--- src/rtl/dcache_refill.sv ---
// Miss-handling refill engine: on a cache miss, requests one block from memory,
// gathers BLOCK_SIZE word beats into a line buffer, then pulses a single cache fill.
module dcache_refill #(
    parameter int DATA_WIDTH = 32,
    parameter int BLOCK_SIZE = 4
) (
    input  logic                             clk,
    input  logic                             arst_n,
    input  logic                             miss_valid,
    input  logic [DATA_WIDTH-1:0]            miss_addr,
    output logic                             stall,
    output logic                             mem_req,
    output logic [DATA_WIDTH-1:0]            mem_addr,
    input  logic                             mem_gnt,
    input  logic                             mem_rvalid,
    input  logic [DATA_WIDTH-1:0]            mem_rdata,
    output logic                             fill_en,
    output logic [DATA_WIDTH-1:0]            fill_addr,
    output logic [BLOCK_SIZE*DATA_WIDTH-1:0] fill_data
);

    localparam int OFFSET_BITS = $clog2(BLOCK_SIZE) + 2;
    localparam int CNT_W       = $clog2(BLOCK_SIZE);
    localparam logic [CNT_W-1:0]      LAST_BEAT   = CNT_W'(BLOCK_SIZE - 1);
    localparam logic [DATA_WIDTH-1:0] OFFSET_MASK = DATA_WIDTH'((64'd1 << OFFSET_BITS) - 64'd1);

    typedef enum logic [1:0] {
        IDLE = 2'd0,
        REQ  = 2'd1,
        RECV = 2'd2,
        FILL = 2'd3
    } state_t;

    state_t                               state;
    logic [DATA_WIDTH-1:0]                base;
    logic [CNT_W-1:0]                     cnt;
    logic [BLOCK_SIZE-1:0][DATA_WIDTH-1:0] line;

    // Request/fill handshake: mem_req rises on entry to REQ and stays high, with
    // mem_addr constant, up to and including the cycle mem_gnt is seen. Beats are
    // accepted only in RECV, i.e. starting the cycle after the grant.
    always_ff @(posedge clk or negedge arst_n) begin
        if (!arst_n) begin
            state   <= IDLE;
            base    <= '0;
            cnt     <= '0;
            line    <= '0;
            mem_req <= 1'b0;
            fill_en <= 1'b0;
        end else begin
            case (state)
                IDLE: begin
                    if (miss_valid) begin
                        base    <= miss_addr & ~OFFSET_MASK;
                        cnt     <= '0;
                        mem_req <= 1'b1;
                        state   <= REQ;
                    end
                end
                REQ: begin
                    if (mem_gnt) begin
                        mem_req <= 1'b0;
                        state   <= RECV;
                    end
                end
                RECV: begin
                    if (mem_rvalid) begin
                        line[cnt] <= mem_rdata;
                        cnt       <= cnt + CNT_W'(1);
                        if (cnt == LAST_BEAT) begin
                            fill_en <= 1'b1;
                            state   <= FILL;
                        end
                    end
                end
                FILL: begin
                    fill_en <= 1'b0;
                    state   <= IDLE;
                end
                default: state <= IDLE;
            endcase
        end
    end

    // Combinational so the core freezes in the very cycle the miss is reported.
    assign stall     = (state != IDLE) | miss_valid;
    assign mem_addr  = base;
    assign fill_addr = base;
    assign fill_data = line;

endmodule
--- config.mk ---
export PLATFORM = sky130hd
export DESIGN_NAME = dcache_refill
export DESIGN_NICKNAME = d
export VERILOG_FILES = /design/src/rtl/dcache_refill.sv
export SDC_FILE = /design/constraint.sdc
export NUM_CORES = 1
export LEC_CHECK = 0
export ABC_AREA = 1
export CORE_ASPECT_RATIO = 1.75
export CORE_MARGIN = 2
export CORE_UTILIZATION = 30
export DETAILED_ROUTE_END_ITERATION = 7
export SETUP_SLACK_MARGIN = 0.3
export SLEW_MARGIN = 20
export SYNTH_ARGS = -nofsm -noshare
export SYNTH_HDL_FRONTEND = slang
export SYNTH_SLANG_ARGS = --single-unit
--- constraint.sdc ---
create_clock -name clk -period 3.5 [get_ports clk]
set_input_delay 0.525 -clock clk [delete_from_list [all_inputs] [get_ports clk]]
set_output_delay 0.525 -clock clk [all_outputs]
set_load 0.05 [all_outputs]
==> flow_summary.json, run 1 <==
{
  "path_clk_slew_ns": 0.06,
  "drive_gt1_frac": 0.211,
  "multi_input_area_mm2": 0.00238,
  "antenna_cells": 0,
  "postSynthRegisterBits": 162,
  "crit_path_top_delay_cell": "dfrtp_1",
  "overflow": 0,
  "required_ns": 2.97,
  "yosys.area.top_type": "dfrtp_1",
  "synth_edf_count": 0,
  "yosysUniqueCellTypes": 15,
  "worstSkewPairLatency_ns": 0.44,
  "hpwl_um": 13000,
  "rsz0062_at_grt": "false",
  "synthArstFlopShare": 1.00,
  "dieArea_mm2": 0.0253,
  "place_inst": 1170,
  "nets": 962,
  "yosys.area.top_type_share": 0.564,
  "hold_class": "flop to flop",
  "hold_viol_final": 0,
  "fin_worst_skew_ns": 0.0120,
  "coreArea_mm2": 0.0237,
  "cpMostUsedCell": "buf_4",
  "gp_congestion": 0.724,
  "syn_avg_cell_area_um2": 10.8,
  "cp.buffers_inverters": 3,
  "max_slew.worst_pin.slew_ns": 0.978,
  "yosysWarnings": 0,
  "drv_cap": 0,
  "synth_cells": 667,
  "regArea_mm2": 0.00405,
  "clockBufferDepth": 2,
  "grt_usage": 0.154,
  "cts_tree": "yes",
  "io_pins": 264,
  "maxSlewHeadroom": 0.348,
  "slew_viol_final": 0,
  "post-route-min-period_ns": 2.44,
  "vias_per_cell": 4.24,
  "arrival_ns": 1.92,
  "drc": 0,
  "cp-end-kind": "output port",
  "synth_top_cells_by_count": "nand2_1, dfrtp_1, o21ai_2",
  "nFillCells": 2307,
  "rows": 75,
  "ant_nets": 0,
  "post-route-period-util": 0.698,
  "wire_per_inst_um": 15.4,
  "crit_path_max_incr_delay_ns": 0.43,
  "fin_setup_tns_ns": 0,
  "drtIter0Drc": 295,
  "netlist_top_cells_area": "dfrtp_1, o21ai_2, nand2_1",
  "crit_type": "flop to output port",
  "fmax_ghz": 0.409,
  "cts_max_level": 4,
  "start_kind": "flop",
  "p_leak_uw": 0.00468,
  "cts_made_buffers": 17,
  "ctsRootBufferMaster": "clkbuf_16",
  "cts.sinks": 162,
  "cts-resized-gates": 0,
  "crit_chain": "inv_1 > ha_1 > buf_4 > nand2_1 > buf_4",
  "p_per_area_mw_per_mm2": 1090,
  "io_buffers": 251,
  "cp_top_family": "buffers and inverters",
  "grt_pass1_wl_um": 29300,
  "initial_core_util": 0.303,
  "final_cells": 1200,
  "dr.pass1.iters": 4,
  "critPathMaxFanout": 31,
  "area_growth_pct": 42.1,
  "grt_max_degree": 84,
  "status": "finished clean",
  "ir_worst_vdd_mv": 0.489,
  "vias": 5087,
  "die_width_um": 121,
  "ys.flop_type": "dfrtp_1",
  "syn_area_mm2": 0.00719,
  "drt_wl_total_um": 18400,
  "yosysSeqAreaShare": 0.564,
  "setup_viol": 0,
  "antenna_found_initial": 0,
  "yosysMostFrequentCell": "nand2_1",
  "die_h_um": 209,
  "grt_pass1_vias": 5136
}
==> where the power goes <==
part           switching (uW)  internal, uW
combinational            4230          1960
clock                     718          1200
sequential                440          2560
==> placed cells by master (no fill, tap or decap), drive strengths merged <==
cell type	synthesis	final
clkdlybuf4s50	0	249
nand2	207	207
dfrtp	162	162
o21ai	132	132
inv	45	45
nand3	37	37
clkbuf	0	24
ha	11	11
buf	70	9
conb	1	8
bufinv	0	3
clkinv	0	2
a21o	1	1
or2	1	1
dlygate4sd3	0	1
==> worst paths after layout <==
check,from,to,slack [ns],cells after the start
hold reg to reg,fill_en,fill_en,0.48,2
setup / recovery,state[0],stall,1.06,5
hold / removal,fill_en,fill_en,0.48,2
max in group asynchronous,arst_n,fill_data[23],2.05,3
setup reg to reg,state[0],fill_data[105],1.09,5
min in group asynchronous,arst_n,fill_data[104],0.57,2
==> per-stage QoR <==
| step | utilization | total power [uW] | hold slack, ns | setup slack (ns) | cell area (um2) |
|---|---|---|---|---|---|
| 2_1_floorplan | - | 7400 | 0.229 | 1.85 | 7210 |
| 3_3_place_gp | 0.405 | 9220 | 0.464 | 0.743 | 9600 |
| 3_5_place_dp | 0.405 | 9260 | 0.461 | 0.727 | 9600 |
| 4_1_cts | 0.430 | 11200 | 0.480 | 1.00 | 10200 |
| 5_1_grt | 0.430 | 11700 | 0.488 | 0.852 | 10200 |
| 6_report | 0.430 | 11100 | 0.476 | 1.06 | 10200 |
==> metal layers <==
metal  share of wire  global-route usage  vias up
li1                -                   -     2519
met1            0.37               0.164     2369
met2            0.54               0.271      166
met3           0.052              0.0401       33
met4           0.037              0.0842        0
met5               0                   0        -
==> flip-flops by register name (all words and copies together), names as in the netlist <==
| signal | flops |
|---|---|
| fill_en | 1 |
| fill_addr | 28 |
| mem_req | 1 |
| fill_data | 128 |
| cnt | 2 |
| state | 2 |
==> worst reg2reg max path: stages (launching register included) <==
cell	delay [ns]
dfrtp_1	0.43
inv_1	0.16
ha_1	0.47
nand3_4	0.78
nand2_1	0.35
o21ai_2	0.08
==> cell type report <==
type / instances / area share
tap: 308 / 0.0377
inverter: 45 / 0.0165
multi-input combinational: 397 / 0.233
timing repair buffer: 259 / 0.257
clock inverter: 5 / 0.00980
clock buffer: 24 / 0.0491
sequential: 162 / 0.397
==> what timing repair did <==
item                                   in CTS  in global routing
hold buffers                                1                  0
setup buffers                               0                  0
endpoints found under the hold margin      39                  0
==> cells by family (layout without fill, tap and decap cells) <==
| group | Yosys count | count (layout) | share of synthesized area |
|---|---|---|---|
| simple gates | 245 | 245 | 0.148 |
| flops | 162 | 162 | 0.564 |
| compound gates | 133 | 133 | 0.160 |
| buf+inv | 115 | 333 | 0.108 |
| fa+ha+maj | 11 | 11 | 0.0192 |
| other cells | 1 | 8 | 0.000522 |
Power figures use the tool's default switching activity.
==> run 2, diff against run 1 <==
==> constraint.sdc (replaced) <==
create_clock -name clk -period 2.4 [get_ports clk]
set_input_delay 0.36 -clock clk [delete_from_list [all_inputs] [get_ports clk]]
set_output_delay 0.36 -clock clk [all_outputs]
set_load 0.05 [all_outputs]
==> flow_summary.json, run 2 (same netlist as run 1, synthesis figures left out) <==
{
  "crit_path_top_delay_cell": "clkdlybuf4s50_1",
  "dieArea_mm2": 0.0253,
  "drive_gt1_frac": 0.218,
  "initial_core_util": 0.303,
  "grt_pass1_vias": 5048,
  "cts_made_buffers": 17,
  "maxSlewHeadroom": 0.609,
  "drt_wl_total_um": 18500,
  "drv_cap": 0,
  "coreArea_mm2": 0.0237,
  "cp-end-kind": "output port",
  "final_util": 0.432,
  "path_clk_slew_ns": 0.06,
  "wire_per_inst_um": 15.3,
  "grt_pass1_wl_um": 29600,
  "io_buffers": 251,
  "required_ns": 2.04,
  "largest_register_ffs": 128,
  "fin_setup_tns_ns": 0,
  "fin_worst_skew_ns": 0.00982,
  "p_leak_uw": 0.00468,
  "grt_usage": 0.153,
  "start_kind": "flop",
  "post-route-min-period_ns": 2.02,
  "status": "finished clean",
  "slew_viol_final": 0,
  "rsz0062_at_grt": "false",
  "final_cell_mix": "clkdlybuf4s50_1, nand2_1, dfrtp_1",
  "antenna_found_initial": 0,
  "ctsRootBufferMaster": "clkbuf_16",
  "area_growth_pct": 42.6,
  "drc": 0,
  "arrival_ns": 1.66,
  "critPathMaxFanout": 3,
  "setup_viol": 0,
  "cts.sinks": 162,
  "crit_path_max_incr_delay_ns": 0.83,
  "gp_congestion": 0.754,
  "post-route-period-util": 0.840,
  "nets": 969,
  "drtIter0Drc": 269,
  "clockBufferDepth": 2,
  "final_common_cell": "clkdlybuf4s50_1",
  "io_pins": 264,
  "rows": 75,
  "hold_viol_final": 0,
  "hpwl_um": 13400,
  "max_slew.worst_pin.slew_ns": 0.584,
  "hold_class": "input pin to async pin",
  "fmax_ghz": 0.496,
  "cts_setup_buffers": 0,
  "vias_per_cell": 4.21,
  "vias": 5089,
  "cp_top_family": "buffers and inverters",
  "cts_tree": "yes",
  "ir_worst_vdd_mv": 0.675,
  "crit_type": "flop to output port",
  "antenna_cells": 0,
  "crit_chain": "clkdlybuf4s50_1",
  "die_width_um": 121,
  "cts_max_level": 4,
  "cp.buffers_inverters": 1,
  "die_h_um": 209,
  "ant_nets": 0,
  "grt_max_degree": 63,
  "overflow": 0,
  "worstSkewPairLatency_ns": 0.43,
  "p_per_area_mw_per_mm2": 1540,
  "dr.pass1.iters": 4
}
[run 2: repair_timing]
action,in CTS,in global routing
hold buffers,1,0
resized for setup,0,1
setup endpoints to repair,0,1
hold endpoints to repair,46,0
[run 2: final timing paths]
path                             endpoint  slack (ns)     startpoint  cells after the start
min in group clk                  fill_en        0.47        fill_en                      2
min reg2reg                       fill_en        0.46        fill_en                      2
max reg2reg                 fill_data[78]        0.55       state[0]                      6
min                        fill_data[106]        0.46         arst_n                      2
max in group asynchronous   fill_data[62]        1.20         arst_n                      3
max                         fill_addr[25]        0.38  fill_addr[25]                      1
[run 2: final cells by class]
| cell class | instances | area (um2) |
|---|---|---|
| timing repair buffer | 266 | 2740 |
| inverter | 45 | 169 |
| multi-input combinational | 397 | 2380 |
| sequential | 162 | 4050 |
| clock inverter | 9 | 61.3 |
| clock buffer | 22 | 454 |
| fill | 2277 | 13500 |
| tap | 308 | 385 |
[run 2: where the power goes]
part	switching [uW]	internal (uW)	total, uW
Combinational	6160	2900	9060
Clock	1070	1340	2410
Sequential	635	3730	4370
Total	7870	7960	15800
[run 2: through the flow]
stage                     setup WS [ns]  hold WS, ns  total power [uW]  area (um2)  cells
after global routing              0.328        0.480             16700       10200   1209
final                             0.383        0.465             15800       10200   1209
after global placement            0.446        0.344             13500        9720   1177
after detailed placement          0.439        0.347             13600        9720   1177
after CTS                         0.346        0.445             16100       10200   1209
after floorplan                   0.800       0.0644             10800        7210    674
[run 2: per-layer routing]
metal	track usage	wire, um
met3	0.0390	854
met5	0	0
met1	0.173	7100
met4	0.0617	429
met2	0.272	10100
